File: config.mk
export PLATFORM = sky130hd
export DESIGN_NAME = tpu_host_seq
export DESIGN_NICKNAME = d
export VERILOG_FILES = /design/src/rtl/tpu_pkg.sv /design/src/rtl/tpu_out_reg.sv /design/src/rtl/tpu_host_seq.sv
export SDC_FILE = /design/constraint.sdc
export NUM_CORES = 1
export LEC_CHECK = 0
export BUFFER_PORTS_ARGS = -buffer_cell sky130_fd_sc_hd__buf_2
export CORE_AREA = 8 8 105 107
export DETAILED_ROUTE_END_ITERATION = 10
export DIE_AREA = 0 0 113 115
export PLACE_DENSITY = 0.76
export SLEW_MARGIN = 20
export SYNTH_ARGS = -nofsm -noshare
export SYNTH_HDL_FRONTEND = slang
export SYNTH_SLANG_ARGS = --single-unit
File: constraint.sdc
create_clock -name clk -period 2.6 [get_ports clk]
set_input_delay 0.13 -clock clk [delete_from_list [all_inputs] [get_ports clk]]
set_output_delay 0.13 -clock clk [all_outputs]
set_load 0.05 [all_outputs]
File: src/rtl/tpu_pkg.sv
// tpu_pkg: host opcodes, TPU memory map and sequencer states
package tpu_pkg;
  typedef enum logic [2:0] {
    LOAD_A = 3'd0,
    LOAD_B = 3'd1,
    LOAD_C = 3'd2,
    MATMUL = 3'd3,
    READ_C = 3'd4
  } op_e;
  typedef enum logic [2:0] {IDLE, WRITE, START, WAIT, READ} state_e;
  localparam logic [15:0] BASE_A  = 16'h0100;
  localparam logic [15:0] BASE_B  = 16'h0200;
  localparam logic [15:0] BASE_C  = 16'h0300;
  localparam logic [15:0] BASE_MM = 16'h0400;
endpackage

File: src/rtl/tpu_out_reg.sv
// tpu_out_reg: one-entry valid/ready output register
module tpu_out_reg #(
  parameter int W = 64
) (
  input  logic         clk,
  input  logic         rst,
  input  logic         load,
  input  logic [W-1:0] d,
  input  logic         ready,
  output logic         valid,
  output logic [W-1:0] q
);
  always_ff @(posedge clk)
    if (rst) begin
      valid <= 1'b0;
      q <= '0;
    end else begin
      valid <= load || (valid && !ready);
      if (load) q <= d;
    end
endmodule

File: src/rtl/tpu_host_seq.sv
// tpu_host_seq: turns host opcodes and data beats into TPU MMIO accesses
module tpu_host_seq
  import tpu_pkg::*;
#(
  parameter int BITS_AB   = 8,
  parameter int BITS_C    = 16,
  parameter int DIM       = 8,
  parameter int ADDRW     = 16,
  parameter int DATAW     = 64,
  parameter int MM_CYCLES = 3*DIM
) (
  input  logic             clk,
  input  logic             rst,
  input  logic             cmd_valid,
  output logic             cmd_ready,
  input  logic [2:0]       cmd_op,
  input  logic             din_valid,
  output logic             din_ready,
  input  logic [DATAW-1:0] din_data,
  output logic             dout_valid,
  input  logic             dout_ready,
  output logic [DATAW-1:0] dout_data,
  output logic             busy,
  output logic [ADDRW-1:0] tpu_addr,
  output logic             tpu_r_w,
  output logic [DATAW-1:0] tpu_dataIn,
  input  logic [DATAW-1:0] tpu_dataOut
);
  localparam int AB_BEATS = DIM*DIM*BITS_AB/DATAW;
  localparam int C_BEATS  = DIM*DIM*BITS_C/DATAW;
  localparam int CW = $clog2(C_BEATS);
  localparam int WW = $clog2(MM_CYCLES+1);
  state_e state;
  op_e op, nop;
  logic [CW-1:0] cnt;
  logic [WW-1:0] wcnt;
  logic drain, cap, last, wr_beat;
  logic [ADDRW-1:0] base, off;
  assign nop = op_e'(cmd_op);
  assign cmd_ready = state == IDLE;
  assign busy = state != IDLE;
  assign din_ready = state == WRITE;
  assign wr_beat = state == WRITE && din_valid;
  assign cap = state == READ && !drain && (!dout_valid || dout_ready);
  assign last = cnt == CW'((op == LOAD_A || op == LOAD_B ? AB_BEATS : C_BEATS) - 1);
  // C rows are two consecutive beats, so every region advances one beat-width per count
  assign off = ADDRW'(cnt) * ADDRW'(DATAW/8);
  assign base = op == LOAD_A ? ADDRW'(BASE_A) : op == LOAD_B ? ADDRW'(BASE_B) : ADDRW'(BASE_C);
  assign tpu_r_w = wr_beat || state == START;
  assign tpu_addr = state == START ? ADDRW'(BASE_MM) :
                    (wr_beat || (state == READ && !drain)) ? base + off : '0;
  assign tpu_dataIn = state == WRITE ? din_data : '0;
  always_ff @(posedge clk)
    if (rst) begin
      state <= IDLE;
      op <= LOAD_A;
      cnt <= '0;
      wcnt <= '0;
      drain <= 1'b0;
    end else
      case (state)
        IDLE: if (cmd_valid) begin
          op <= nop;
          cnt <= '0;
          drain <= 1'b0;
          state <= nop inside {LOAD_A, LOAD_B, LOAD_C} ? WRITE :
                   nop == MATMUL ? START : nop == READ_C ? READ : IDLE;
        end
        WRITE: if (din_valid) begin
          cnt <= cnt + CW'(1);
          if (last) state <= IDLE;
        end
        START: begin
          wcnt <= '0;
          state <= WAIT;
        end
        WAIT: if (wcnt == WW'(MM_CYCLES-1)) state <= IDLE; else wcnt <= wcnt + WW'(1);
        READ: begin
          if (cap) begin
            cnt <= cnt + CW'(1);
            if (last) drain <= 1'b1;
          end
          if (drain && !dout_valid) state <= IDLE;
        end
        default: state <= IDLE;
      endcase
  tpu_out_reg #(.W(DATAW)) u_out (
    .clk(clk),
    .rst(rst),
    .load(cap),
    .d(tpu_dataOut),
    .ready(dout_ready),
    .valid(dout_valid),
    .q(dout_data)
  );
endmodule

Yosys cells after proc, flatten, opt, wreduce, memory -nomap -nowiden

Cells that the tools add are included.

Add/sub/neg operators: 4
$mul: 0
Divide/modulo/power cells: 0
$lt $le $gt $ge: 0
Equal/unequal tests: 19
Shift-type cells: 0
Muxes and demuxes: 25
Bitwise operators: 0
Reduce and logical (&&, ||, !) cells: 26

Operators with widths:

| operator                                               | number |
|---|---|
| two-way mux 64 bit                                     | 1 |
| two-way mux 3 bit                                      | 8 |
| two-way mux 11 bit                                     | 2 |
| two-way mux 4 bit                                      | 4 |
| one-hot mux 3 bit (5 select lines)                     | 1 |
| == test 3 x 2 -> 1 bit (second input constant)         | 4 |
| one-hot mux 4 bit (3 select lines)                     | 1 |
| adder 10 x 7 -> 11 bit                                 | 1 |
| two-way mux 10 bit                                     | 1 |
| inequality test 2 bit (second input constant)          | 5 |
| one-hot mux 5 bit (2 select lines)                     | 1 |
| == test 3 x 1 -> 1 bit (second input constant)         | 3 |
| logical NOT 3 bit                                      | 3 |
| two-way mux 9 bit                                      | 1 |
| nonzero test 3 bit                                     | 3 |
| AND reduction 4 bit                                    | 2 |
| == test 3 bit (second input constant)                  | 2 |
| inequality test 2 x 1 -> 1 bit (second input constant) | 3 |
| adder 5 x 1 -> 5 bit (second input constant)           | 1 |
| == test 5 bit (second input constant)                  | 1 |
| logical AND 1 bit                                      | 5 |
| logical OR 1 bit                                       | 5 |
| two-way mux 5 bit                                      | 1 |
| AND reduction 5 bit                                    | 1 |
| 8 further kinds                                        | 14 |

Bits in registers: 81
Latch bits: 0
Bits in writable memories: 0
Bits in read-only memories: 0
Output and inout bits: 149
Logic and storage cells: 81
Memories: 0

Logic depth before layout (Yosys ltp)

Gate-level depths: netlist of the first run.

Depth after elaboration: 8
Mapped depth: 7

Hierarchy

Synthesis of the first run repeated with hierarchy kept, for this count alone.

Cell total of the unflattened synthesis: 421
Area total of the unflattened synthesis: 3851.2 um^2

By module, submodules not included:

| module       | times used | cells each | area an instance (um^2) |
|---|---|---|---|
| tpu_out_reg  | 1          | 210        | 2344.7 |
| tpu_host_seq | 1          | 211        | 1506.4 |

Least setup slack after synthesis of the first run

OpenSTA, ideal clock, no wires.

Path type: register -> output
Start point: reg state[0]
End point: out tpu_dataIn[54]
Arrival time: 1.971 ns
Path slack: 0.499 ns
Cell stages (with the launch flop): 5
Path buffers: 2
Cell sequence: dfxtp_1 -> buf_6 -> nor3b_1 -> clkbuf_1 -> and2_1

Word-level cells in the longest chain between the ends: 2

Ends and longest elaborated chain:

| item                     | line               | source |
|---|---|---|
| start: declaration       | tpu_host_seq.sv:33 | `state_e state;` |
| start signal: assignment | tpu_host_seq.sv:66 | `state <= nop inside {LOAD_A, LOAD_B, LOAD_C} ? WRITE :` |
| == test 3 x 1 -> 1 bit   | --                 |  |
| via din_ready            | tpu_host_seq.sv:18 | `output logic din_ready,` |
| two-way mux 64 bit       | tpu_host_seq.sv:52 | `assign tpu_dataIn = state == WRITE ? din_data : '0;` |
| end: declaration         | tpu_host_seq.sv:26 | `output logic [DATAW-1:0] tpu_dataIn,` |

The timed path passes the listed nets, and every way through them passes these cells.

Final worst setup path of the first run

Start point: reg state[2]
End point: out tpu_addr[8]

Word-level cells in the longest chain between the ends: 5
Elaborated cells on any way between the ends: 8
Classes of those cells: 3 x eq/ne; 2 x mux; 3 x reduce/logical

Ends and longest elaborated chain:

| item                                                           | line                                   | source |
|---|---|---|
| == test 3 x 1 -> 1 bit / == test 3 bit (equally long branches) | tpu_host_seq.sv:43, tpu_host_seq.sv:51 |  |
| logical AND 1 bit, on equally long branches                    | tpu_host_seq.sv:43, tpu_host_seq.sv:51 |  |
| logical OR 1 bit                                               | tpu_host_seq.sv:51                     | `(wr_beat \|\| (state == READ && !drain)) ? base + off : '0;` |
| two-way mux 11 bit                                             | tpu_host_seq.sv:51                     |  |
| two-way mux 11 bit *                                           | tpu_host_seq.sv:50                     | `assign tpu_addr = state == START ? ADDRW'(BASE_MM) :` |
| end: declaration                                               | tpu_host_seq.sv:24                     | `output logic [ADDRW-1:0] tpu_addr,` |

Mark *: on every way between the ends. The rest lies on a longest branch, timed or not.

==> results by stage, run 1 <==
Synth:
- Ranked by total cell area, the synthesized netlist is headed by sky130_fd_sc_hd__dfxtp_1 (44%), sky130_fd_sc_hd__nand2_1 (14%), sky130_fd_sc_hd__and2_1 (11%).
- Counting distinct cell types in the post-synthesis netlist gives 46.
- During synthesis, Yosys emitted a total of 0 warnings.
- The share of the Yosys chip area taken by registers is 0.439.
- Of the post-synthesis cell area, the dominant cell type holds 0.439.
- The post-synthesis cell type with the largest combined area is sky130_fd_sc_hd__dfxtp_1.
- The most instantiated flip-flop cell in the synthesis netlist is sky130_fd_sc_hd__dfxtp_1.
- The mapped netlist covers 3700 um2.
- By count the netlist is led by sky130_fd_sc_hd__nand2_1 (138), sky130_fd_sc_hd__dfxtp_1 (81), sky130_fd_sc_hd__a21oi_1 (76).
- Averaged over all synthesized cells, the footprint is 7.67 um2.
- The instance count of the mapped netlist is 482.
- The synthesized design contains 81 register bits.
- The share of flip-flops with an asynchronous set or reset after synthesis is 0.
- The count of flip-flops with a built-in enable after synthesis is 0.
- In the post-synthesis netlist, the cell with the most instances is sky130_fd_sc_hd__nand2_1.

GRT:
- The via count of the first global-routing pass is 4,379.
- In the global route stage, overall resource usage came out at 0.215.
- The largest net degree at the start of global routing is 65.
- The first global-routing pass estimated 21.9 mm of wire.
- Summed over all layers, the global routing overflow is 0.
- The initial antenna violation count came to 2.

Placement:
- The number of port buffers is 275.
- The final weighted congestion of routability-driven global placement is 0.946.
- The worst setup slack after placement is 536 ps.
- The HPWL reported at the end of detailed placement is 11.4 mm.

STA:
- The max-slew violation count is 0.
- The smallest setup slack after layout is 272 ps.
- The final worst-path cycle share is 0.895.
- For the pin with the worst max-slew slack, the measured transition is 629 ps.
- Based on the critical path, the design can be clocked at up to 430 MHz.
- Setup repair after global routing left no endpoint under its margin.
- The final critical path time including I/O delays and setup is 2330 ps.
- Setup violations remaining at the end of the flow were counted as 0.
- Between clock sinks in the finished design, the worst skew comes to 6.14 ps.
- In this run the tightest slew margin relative to its limit is 0.581.
- The final hold violation count is 0.
- Adding up every negative setup slack in the final design gives 0 ps.

Die:
- The die outline area is 13,000 um2.
- In this run the core area contains 36 standard-cell rows.
- The die height is 115 um.
- The chip width is 113 um.
- In this run the standard cell core region covers 9460 um2.
- The number of placed I/O pins is 285.
- The initial core utilization is 0.391.

Setup path:
- The slowest cell on the critical path is sky130_fd_sc_hd__dfxtp_1.
- For this run, the slowest stage of the critical path takes 600 ps.
- The cell family contributing the most delay on the critical path is flip-flops.
- For the worst setup path, the data arrival time is 2200 ps.
- In this design, the critical path's most frequently occurring cell is sky130_fd_sc_hd__a21oi_1.
- The critical path launch point type is a flip-flop.
- The worst-path maximum fanout is 12.
- The number of buffers and inverters on the critical path is 1.
- For the worst setup path, the data required time is 2470 ps.
- The signal on the critical path passes through nor4b_1 > a21oi_1 > a21oi_1 > buf_2.
- The critical path class is reg2out.
- The worst setup path is captured at a primary output.

Routing:
- The total iterations of the first detailed-routing run is 4.
- The detailed-route DRC error count is 0.
- Using the TritonRoute via totals, the vias-per-cell ratio works out to 4.85.
- The detailed router finished its first iteration with 293 violations.
- The detailed-route wire length per cell is 16.3 um.
- The total via count in the routed design is 4,381.
- The routed design has 14.7 mm of wire.
- The number of nets with antenna violations after routing is 0.

Clock tree:
- TritonCTS built the clock tree.
- The H-tree depth reported by CTS is 3.
- The maximum buffer depth of the clock tree is 2.
- Clock latency on the worst-skew pair, taken at its later pin, is 350 ps.
- For this design, the sink count on the clock tree is 81.
- Clock-pin slew was measured on the worst setup and hold paths at 80 ps.
- The tree is rooted in a sky130_fd_sc_hd__clkbuf_8.
- The count of buffers added by post-CTS timing repair for setup is 0.
- The number of buffers created by CTS is 9.

Finish:
- The share of post-route cells with drive strength above 1 is 0.389.
- The layout overhead on the synthesized area is 55.1%.
- The final net count is 921.

Power:
- The analysis attributes to cell leakage a power of 0.00284 uW.
- Across the VDD grid, the largest voltage drop is 0.280 mV.
- Summing internal, switching and leakage power gives 3200 uW.
- Power spread over the standard cell area amounts to 558 nW/um2.

Hold path:
- The type of the most critical hold path is in2reg.

Outcome:
- The flow ran to the end, and the final reports show no timing, DRC or antenna violations.

Run:
- The count of max-cap constraint violations is 0.
## final timing paths
| kind | from | to | slack [ps] | depth (start not counted) |
|---|---|---|---|---|
| max | state[2] | tpu_addr[8] | 270 | 4 |
| min | tpu_dataOut[10] | u_out.q[10] | 20 | 3 |
| max reg2reg | state[2] | u_out.q[43] | 590 | 5 |
| min reg2reg | u_out.q[3] | u_out.q[3] | 450 | 2 |
## flip-flops by register name, summed over array words and instances (netlist names)
| signal | flops |
|---|---|
| u_out.q | 64 |
| wcnt | 5 |
| cnt | 4 |
| op | 3 |
| state | 3 |
| drain | 1 |
| u_out.valid | 1 |
## metal layers
| layer | wire length [um] | GRT usage |
|---|---|---|
| met3 | 1310 | 0.0903 |
| met1 | 5290 | 0.196 |
| met2 | 7680 | 0.400 |
| met5 | 8 | 0 |
| met4 | 443 | 0.110 |
## per-stage QoR
step	hold WS (ps)	cells	utilization	area [um2]
2_1_floorplan	266	490	-	3730
4_1_cts	0.342	901	0.605	5730
6_report	24.1	903	0.606	5730
3_5_place_dp	377	842	0.537	5080
3_3_place_gp	370	842	0.537	5080
5_1_grt	1.62	902	0.606	5730
## worst min-delay path: cells and delay by family
kind                   cells  cell delay, ps
AOI/OAI and AO/OA          1              50
and+or+nand+nor            1              40
buffers and inverters      1              90
## cells in the final DEF, fill, tap and decap left out, types with 2 or more instances in the layout
master	count
sky130_fd_sc_hd__buf_2	275
sky130_fd_sc_hd__nand2_1	137
sky130_fd_sc_hd__dfxtp_1	80
sky130_fd_sc_hd__a21oi_1	76
sky130_fd_sc_hd__and2_1	64
sky130_fd_sc_hd__dlygate4sd3_1	44
sky130_fd_sc_hd__nor2_1	13
sky130_fd_sc_hd__clkbuf_8	11
sky130_fd_sc_hd__conb_1	9
sky130_fd_sc_hd__nand3_1	6
sky130_fd_sc_hd__inv_1	5
sky130_fd_sc_hd__nor2b_1	5
sky130_fd_sc_hd__nand2b_1	4
sky130_fd_sc_hd__o21ai_0	4
sky130_fd_sc_hd__buf_4	4
sky130_fd_sc_hd__nand4_1	3
sky130_fd_sc_hd__o211ai_1	3
sky130_fd_sc_hd__o22ai_1	3
sky130_fd_sc_hd__diode_2	2
sky130_fd_sc_hd__xnor2_1	2
sky130_fd_sc_hd__mux2i_1	2
sky130_fd_sc_hd__xor2_1	2
sky130_fd_sc_hd__a211oi_2	2
sky130_fd_sc_hd__ha_1	2
sky130_fd_sc_hd__buf_12	2
## cells by family (layout without fill, tap and decap cells)
| group | Yosys count | count (layout) | synth area share |
|---|---|---|---|
| AO/OA/AOI/OAI | 99 | 99 | 0.152 |
| XOR/XNOR | 4 | 4 | 0.00948 |
| adder cells (fa/ha/maj) | 2 | 2 | 0.00677 |
| buffers and inverters | 48 | 345 | 0.0714 |
| flip-flops | 81 | 81 | 0.439 |
| multiplexers | 2 | 2 | 0.00541 |
| other | 1 | 11 | 0.00101 |
| AND/OR/NAND/NOR | 245 | 245 | 0.315 |
## repair_timing
item                                   in CTS  in global routing
setup endpoints to repair                   0                 26
endpoints found under the hold margin      44                  0
hold buffers                               44                  0
resized for setup                           0                  1
## where the power goes
part           internal, uW  switching (uW)  total [uW]
Clock                   493             442         934
Sequential             1280            33.9        1310
Combinational           286             667         953
## final cells by class
type                    instances  area, um2
well taps                     114        143
fillers                       825       3730
repair buffers                325       1890
clock buffers                  11        151
flip-flops and latches         81       1620
clock inverters                 4       51.3
inverters                       5       18.8
diodes                          2       5.00
multi-input cells             361       1850
(Power assumes the default switching activity.)
==> inputs of run 2 (changes only) <==
CORE_AREA = not set   (was 8 8 105 107)
CORE_MARGIN = 8   (was not set)
CORE_UTILIZATION = 44   (was not set)
DIE_AREA = not set   (was 0 0 113 115)
GPL_ROUTABILITY_DRIVEN = 0   (was not set)
PLACE_DENSITY = 0.82   (was 0.76)
SYNTH_HIERARCHICAL = 1   (was not set)
==> run 2 against run 1 <==
- register-to-register slack worse by 210 ps
- wire length shrank 9.2%
- setup slack better by 110 ps
- fmax grew 5.1%
- sequential power hardly changed
- clock power up 1%
- die area shrank 7.6%
- first-iteration DRC count decreased by 13%
- total power is 2.5% lower
- largest power group unchanged
==> results by stage, run 2 <==
Finish:
- The final core utilization is 0.627 (was 0.606).
- The final net count is 816 (was 921).
- The share of post-route cells with drive strength above 1 is 0.445 (was 0.389).
- The most common cell after layout, fill and taps aside is sky130_fd_sc_hd__buf_2 (unchanged).
- The layout overhead on the synthesized area came to 39.9% (was 55.1%).
- The register name with the most flops was u_out/q (was u_out.q).
- Top Registers: u_out/q x64, wcnt x5, cnt x4 (was u_out.q x64, wcnt x5, cnt x4).
- The number of flip-flops under the largest register name is 64 (unchanged).
- Leading cell types in the layout, fill and taps excluded: sky130_fd_sc_hd__buf_2 (275), sky130_fd_sc_hd__dfxtp_1 (80), sky130_fd_sc_hd__nor2_1 (76) (was sky130_fd_sc_hd__buf_2 (275), sky130_fd_sc_hd__nand2_1 (137), sky130_fd_sc_hd__dfxtp_1 (80)).
- The filler-free cell count of the finished design is 793 (was 903).

Setup path:
- The worst reg2reg path startpoint was state[2] (unchanged).
- The worst endpoint required time is 2850 ps (was 2470 ps).
- The data arrival time at the worst-slack endpoint was 2460 ps (was 2200 ps).
- The worst-path maximum fanout is 21 (was 12).
- The type of destination of the critical path is a flip-flop (was primary output).
- The reg2reg setup slack came to 380 ps (was 590 ps).
- The critical path launch point type is a flip-flop (unchanged).
- The number of cells on the worst reg-to-reg path is 5 (unchanged).
- The end of the worst register-to-register path is drain (was u_out.q[43]).
- The critical path class is reg2reg (was reg2out).

Placement:
- The cell total after placement is 775 (was 842).
- The number of port buffers came to 275 (unchanged).
- The worst setup slack after placement came to 413 ps (was 536 ps).
- The HPWL reported at the end of detailed placement is 10.8 mm (was 11.4 mm).

Outcome:
- Run status: completed (unchanged).

Routing:
- The detailed-route wire length per cell was 16.9 um (was 16.3 um).
- The total via count in the routed design is 3,918 (was 4,381).
- The via density per instance is 4.94 (was 4.85).
- The detailed-route DRC error count is 0 (unchanged).
- The total detailed-routing wirelength is 13.4 mm (was 14.7 mm).
- The total iterations of the first detailed-routing run is 4 (unchanged).
- The number of DRC markers after the initial detailed-route iteration is 255 (was 293).
- The number of nets with antenna violations after routing is 0 (unchanged).

Die:
- The initial core utilization is 0.448 (was 0.391).
- The area of the core region was 8590 um2 (was 9460 um2).
- The die height is 110 um (was 115 um).
- The chip width was 110 um (was 113 um).
- The die outline area is 12,000 um2 (was 13,000 um2).
- The number of placed I/O pins is 285 (unchanged).
- The number of placement rows is 34 (was 36).

Synth:
- The top-area cell type share of the netlist area is 0.421 (was 0.439).
- The count of state elements after synthesis is 81 (unchanged).
- The most frequent cell after synthesis is sky130_fd_sc_hd__dfxtp_1 (was sky130_fd_sc_hd__nand2_1).
- The area of the mapped netlist is 3850 um2 (was 3700 um2).
- The post-synthesis cell type with the largest combined area is sky130_fd_sc_hd__dfxtp_1 (unchanged).
- The number of distinct library cell variants in the gate-level netlist after synthesis came to 45 (was 46).
- The sequential area share after synthesis is 0.421 (was 0.439).
- The most instantiated flip-flop cell in the synthesis netlist is sky130_fd_sc_hd__dfxtp_1 (unchanged).
- The average cell area after synthesis is 9.15 um2 (was 7.67 um2).
- The warning count from the yosys run is 6 (was 0).
- The share of flip-flops with an asynchronous set or reset after synthesis is 0 (unchanged).
- Most used standard cells in the synthesized netlist: sky130_fd_sc_hd__dfxtp_1 (81), sky130_fd_sc_hd__nor2_1 (77), sky130_fd_sc_hd__mux2i_1 (69) (was sky130_fd_sc_hd__nand2_1 (138), sky130_fd_sc_hd__dfxtp_1 (81), sky130_fd_sc_hd__a21oi_1 (76)).
- The instance count of the mapped netlist is 421 (was 482).
- The count of flip-flops with a built-in enable after synthesis is 0 (unchanged).
- Dominant cells by area after synthesis: sky130_fd_sc_hd__dfxtp_1 (42%), sky130_fd_sc_hd__mux2i_1 (18%), sky130_fd_sc_hd__and3_1 (11%) (was sky130_fd_sc_hd__dfxtp_1 (44%), sky130_fd_sc_hd__nand2_1 (14%), sky130_fd_sc_hd__and2_1 (11%)).

Hold path:
- The launch point of the worst hold path is tpu_dataOut[24] (was tpu_dataOut[10]).
- The type of the most critical hold path is in2reg (unchanged).
- The sink of the worst hold path is u_out/q[24] (was u_out.q[10]).
- The worst hold path stage count came to 3 (unchanged).

GRT:
- The sum of overflow across all layers after global routing is 0 (unchanged).
- The wire length of the first global-routing pass came to 19.4 mm (was 21.9 mm).
- The met3 routing resource usage after global routing is 0.0774 (was 0.0903).
- The largest net degree at the start of global routing is 72 (was 65).
- The met2 layer usage reported by global route is 0.348 (was 0.400).
- The initial antenna violation count was 1 (was 2).
- The via count of the first global-routing pass is 3,887 (was 4,379).
- The global-route usage over all layers is 0.203 (was 0.215).
- The most heavily used metal layer in global routing is met2 (unchanged).
- The global-route met1 utilization is 0.231 (was 0.196).

Clock tree:
- The maximum buffer depth of the clock tree is 2 (unchanged).
- The count of buffers added by post-CTS timing repair for setup came to 0 (unchanged).
- The clock latency on the worst-skew pair is 340 ps (was 350 ps).
- The clock root buffer is sky130_fd_sc_hd__clkbuf_8 (unchanged).
- The number of buffers inserted by hold repair at cts came to 0 (was 44).
- The CTS tree is yes (unchanged).
- The clock sink count came to 81 (unchanged).
- The number of buffers created by CTS is 9 (unchanged).
- The H-tree depth reported by CTS is 3 (unchanged).
- The count of instances resized after the clock tree is built was 0 (unchanged).
- The clock-pin transition on the worst setup and hold timing paths is 90 ps (was 80 ps).

Power:
- The internal power consumption came to 1980 uW (was 2060 uW).
- The share of power burned in combinational logic was 0.281 (was 0.298).
- The fraction of power consumed by sequential logic was 0.417 (was 0.410).
- The leakage power is 0.00296 uW (was 0.00284 uW).
- The share of total power consumed by net switching is 0.365 (was 0.357).
- The net switching component of the power is 1140 uW (about the same).
- The peak ir drop on the vdd network is 0.372 mV (was 0.280 mV).
- The power density of the placed cells is 579 nW/um2 (was 558 nW/um2).
- The share of power burned in the clock network is 0.302 (was 0.292).

STA:
- The relative slew slack is 0.540 (was 0.581).
- The smallest setup slack after layout is 384 ps (was 272 ps).
- The fmax is 451 MHz (was 430 MHz).
- The worst-case hold slack is 25.4 ps (was 24.1 ps).
- The setup TNS was 0 ps (unchanged).
- The worst-case clock skew is 10.7 ps (was 6.14 ps).
- The max-slew violation count is 0 (unchanged).
- The final hold violation count came to 0 (unchanged).
- The final worst-path cycle share came to 0.852 (was 0.895).
- The pin slew with the least headroom to its limit is 689 ps (was 629 ps).
- The setup-violating endpoint count in the final report is 0 (unchanged).
- The final critical path time including I/O delays and setup is 2220 ps (was 2330 ps).
- Unrepaired setup endpoints after global routing: no (unchanged).

Run:
- The count of max-cap constraint violations is 0 (unchanged).
[run 2: changes by cell type after synthesis, sizes merged, moves of 59 or more]
cell,before,now
nand2,138,6
and3,1,65
a21oi,76,9
and2,64,5
mux2i,2,69
nor2,14,77
[run 2: layout make-up]
cell class	instances	area (um2)
Clock inverter	7	77.6
Fill cell	756	3210
Multi-Input combinational cell	298	1950
Tap cell	108	135
Antenna cell	2	5.00
Sequential cell	81	1620
Inverter	7	26.3
Clock buffer	9	124
Timing Repair Buffer	281	1450
[run 2: how the worst max path moves through the flow]
stage,startpoint,to,cells past startpoint
floorplan,state[1],op[0],5
global placement,state[2],drain,5
detailed placement,state[2],drain,5
CTS,state[2],drain,5
global route,state[0],tpu_addr[5],6
finish,state[2],drain,5
[run 2: cell families (layout without fill, tap and decap cells)]
family          after synthesis  count (layout)  share of synthesized area
fa+ha+maj                     2               2                    0.00650
xor+xnor                      2               2                    0.00455
buf+inv                      50             304                     0.0825
mux                          70              70                      0.182
flops                        81              81                      0.421
simple gates                182             182                      0.243
other cells                   1              11                   0.000974
compound gates               33              33                     0.0588
[run 2: routing by layer]
metal | vias to the layer above | wire length, um
met4 | 0 | 155
met5 | - | 0
li1 | 1950 | -
met2 | 116 | 6980
met3 | 10 | 1020
met1 | 1842 | 5230
[run 2: power groups by stage]
stage | Combinational [uW] | Sequential (uW) | Clock [uW]
global route | 924 | 1310 | 1030
floorplan | 563 | 1420 | 0
finish | 875 | 1300 | 943
detailed placement | 875 | 1330 | 0
global placement | 861 | 1330 | 0
CTS | 877 | 1300 | 979
[run 2: metrics by stage]
stage	area, um2	total power [uW]
after global placement	5180	2190
after detailed placement	5180	2200
after floorplan	3880	1980
final	5390	3120
after global routing	5380	3260
after CTS	5380	3160
[run 2: critical path: stages, from the launching register on]
cell and delay [ps]:
sky130_fd_sc_hd__dfxtp_1 570, sky130_fd_sc_hd__or3b_4 460, sky130_fd_sc_hd__nor3_2 290, sky130_fd_sc_hd__buf_4 390
sky130_fd_sc_hd__o21ai_0 170, sky130_fd_sc_hd__a221oi_1 240
==> inputs of run 3 (changes only) <==
CORE_UTILIZATION = 40   (was 44)
PLACE_DENSITY = 0.76   (was 0.82)
==> run 3 against run 2 <==
- total power about the same
- critical endpoint is now u_out/q[61]
- cell area increased by 0.56%
- non-clock buffer count decreased by 1
- register-to-register slack about the same
- wire length decreased by 3.7%
- via count decreased by 0.77%
- combinational power about the same
- fmax increased by 0.38%
- clock skew increased by 1.3 ps
- global-route usage decreased by 1.6 points
- utilization decreased by 6.0 points
- worst hold slack got worse by 0.53 ps
==> results by stage, run 3 (same netlist as run 2, synthesis figures left out) <==
Routing:
- The detailed-route wire length per cell is 15.8 um (was 16.9 um).
- The number of nets with antenna violations after routing came to 0 (unchanged).
- The number of DRC markers after the initial detailed-route iteration is 205 (was 255).
- The via density per instance is 4.76 (was 4.94).
- The total detailed-routing wirelength is 12.9 mm (was 13.4 mm).
- The total iterations of the first detailed-routing run is 4 (unchanged).
- The detailed-route DRC error count is 0 (unchanged).
- The total via count in the routed design is 3,888 (was 3,918).

Setup path:
- The critical path launch point type is a flip-flop (unchanged).
- The critical path class is reg2reg (unchanged).
- The worst endpoint required time is 2790 ps (was 2850 ps).
- The type of destination of the critical path is a flip-flop (unchanged).
- The slowest cell on the critical path is sky130_fd_sc_hd__dfxtp_1 (unchanged).
- Crit-path cells: or3b_4 > nor3_2 > buf_12 > mux2i_1 > nor2_1 (was or3b_4 > nor3_2 > buf_4 > o21ai_0 > a221oi_1).
- The source of the critical timing path was state[2] (unchanged).
- The data arrival time at the worst-slack endpoint is 2400 ps (was 2460 ps).
- The worst reg2reg path startpoint is state[2] (unchanged).
- The worst-path maximum fanout came to 49 (was 21).
- The largest stage delay on the critical path is 580 ps (was 570 ps).

STA:
- The final critical path time including I/O delays and setup was 2210 ps (was 2220 ps).
- The final hold violation count is 0 (unchanged).
- The final worst-path cycle share is 0.849 (was 0.852).
- The worst-case clock skew came to 12.0 ps (was 10.7 ps).
- The smallest setup slack after layout is 393 ps (was 384 ps).
- The setup TNS is 0 ps (unchanged).
- The pin slew with the least headroom to its limit came to 641 ps (was 689 ps).
- Unrepaired setup endpoints after global routing: no (unchanged).
- The fmax is 453 MHz (was 451 MHz).
- The worst-case hold slack is 24.9 ps (was 25.4 ps).
- The relative slew slack is 0.573 (was 0.540).
- The max-slew violation count is 0 (unchanged).
- The setup-violating endpoint count in the final report is 0 (unchanged).

Finish:
- The share of post-route cells with drive strength above 1 is 0.444 (was 0.445).
- The number of filler cells placed in the layout was 916 (was 756).
- The multi-input gate area in the final layout is 1950 um2 (unchanged).
- The final net count is 815 (was 816).
- Leading cell types in the layout, fill and taps excluded: sky130_fd_sc_hd__buf_2 (275), sky130_fd_sc_hd__dfxtp_1 (80), sky130_fd_sc_hd__nor2_1 (76) (unchanged).
- The number of flip-flops under the largest register name is 64 (unchanged).
- The combined flip-flop and latch cell area came to 1620 um2 (unchanged).
- Top Registers: u_out/q x64, wcnt x5, cnt x4 (unchanged).
- The most common cell after layout, fill and taps aside was sky130_fd_sc_hd__buf_2 (unchanged).
- The register name with the most flops was u_out/q (unchanged).
- The final core utilization was 0.567 (was 0.627).
- The layout overhead on the synthesized area was 40.6% (was 39.9%).

Hold path:
- The launch point of the worst hold path was tpu_dataOut[4] (was tpu_dataOut[24]).
- The type of the most critical hold path was in2reg (unchanged).

Clock tree:
- The clock sink count was 81 (unchanged).
- The clock-pin transition on the worst setup and hold timing paths is 90 ps (about the same).
- The count of instances resized after the clock tree is built is 0 (unchanged).
- The number of buffers inserted by hold repair at cts was 0 (unchanged).
- The H-tree depth reported by CTS is 3 (unchanged).
- The clock root buffer is sky130_fd_sc_hd__clkbuf_8 (unchanged).
- The maximum buffer depth of the clock tree is 2 (unchanged).
- The count of buffers added by post-CTS timing repair for setup was 0 (unchanged).
- The CTS tree is yes (unchanged).
- The clock latency on the worst-skew pair is 330 ps (was 340 ps).
- The number of buffers created by CTS is 9 (unchanged).

Power:
- The peak ir drop on the vdd network is 0.590 mV (was 0.372 mV).
- The share of power burned in the clock network is 0.301 (was 0.302).
- The share of total power consumed by net switching is 0.357 (was 0.365).
- The net switching component of the power was 1110 uW (was 1140 uW).
- The final total power was 3120 uW (about the same).
- The power density of the placed cells came to 575 nW/um2 (was 579 nW/um2).
- The leakage power came to 0.00295 uW (was 0.00296 uW).
- The internal power consumption is 2010 uW (was 1980 uW).
- The share of power burned in combinational logic was 0.280 (was 0.281).
- The fraction of power consumed by sequential logic is 0.419 (was 0.417).

GRT:
- The largest net degree at the start of global routing is 67 (was 72).
- The initial antenna violation count is 1 (unchanged).
- The via count of the first global-routing pass is 3,833 (was 3,887).
- The global-route usage over all layers is 0.186 (was 0.203).
- The sum of overflow across all layers after global routing is 0 (unchanged).
- The wire length of the first global-routing pass came to 19.7 mm (was 19.4 mm).

Placement:
- The worst setup slack after placement was 409 ps (was 413 ps).
- The HPWL reported at the end of detailed placement is 10.5 mm (was 10.8 mm).
- The number of port buffers is 275 (unchanged).

Outcome:
- Run status: completed (unchanged).

Die:
- The area of the core region was 9550 um2 (was 8590 um2).
- The chip width was 114 um (was 110 um).
- The initial core utilization is 0.403 (was 0.448).
- The die height is 114 um (was 110 um).
- The number of placement rows is 36 (was 34).
- The number of placed I/O pins is 285 (unchanged).
- The die outline area was 13,000 um2 (was 12,000 um2).

Run:
- The count of max-cap constraint violations is 0 (unchanged).
==> run 3: path summary, 6_finish.rpt <==
check | to | slack (ps) | depth (start not counted)
worst max register to register | u_out/q[61] | 390 | 5
worst min-delay path | u_out/q[4] | 20 | 3
worst min register to register | u_out/q[11] | 490 | 2
worst max-delay path | u_out/q[61] | 390 | 5
==> run 3: worst max-delay path: cells and delay by family, from the launching register on <==
kind / cells / cell delay (ps)
buffers and inverters: 1 / 360
DFF: 1 / 580
muxes: 1 / 240
and+or+nand+nor: 3 / 870
==> run 3: cell type report <==
type / instances / area share
well taps: 133 / 0.0307
diodes: 1 / 0.000462
clock buffers: 10 / 0.0254
inverters: 7 / 0.00485
clock inverters: 6 / 0.0134
repair buffers: 280 / 0.266
multi-input cells: 298 / 0.360
flip-flops and latches: 81 / 0.300
==> run 3: routing by layer <==
metal	global-route usage	wire (um)	vias up
met2	0.307	6310	130
li1	-	-	1943
met1	0.219	5230	1803
met3	0.0744	1170	12
met4	0.0532	171	0
met5	0	0	-
==> run 3: power groups by stage <==
stage / combinational (uW) / sequential, uW / clock [uW]
after global placement: 861 / 1330 / 0
after floorplan: 563 / 1420 / 0
after detailed placement: 872 / 1330 / 0
after CTS: 874 / 1310 / 978
final: 872 / 1310 / 940
after global routing: 927 / 1310 / 1030
==> run 3: through the flow <==
step / cell area (um2) / instances
finish: 5420 / 816
global route: 5420 / 816
CTS: 5410 / 815
detailed placement: 5200 / 799
global placement: 5200 / 799
floorplan: 3880 / 429
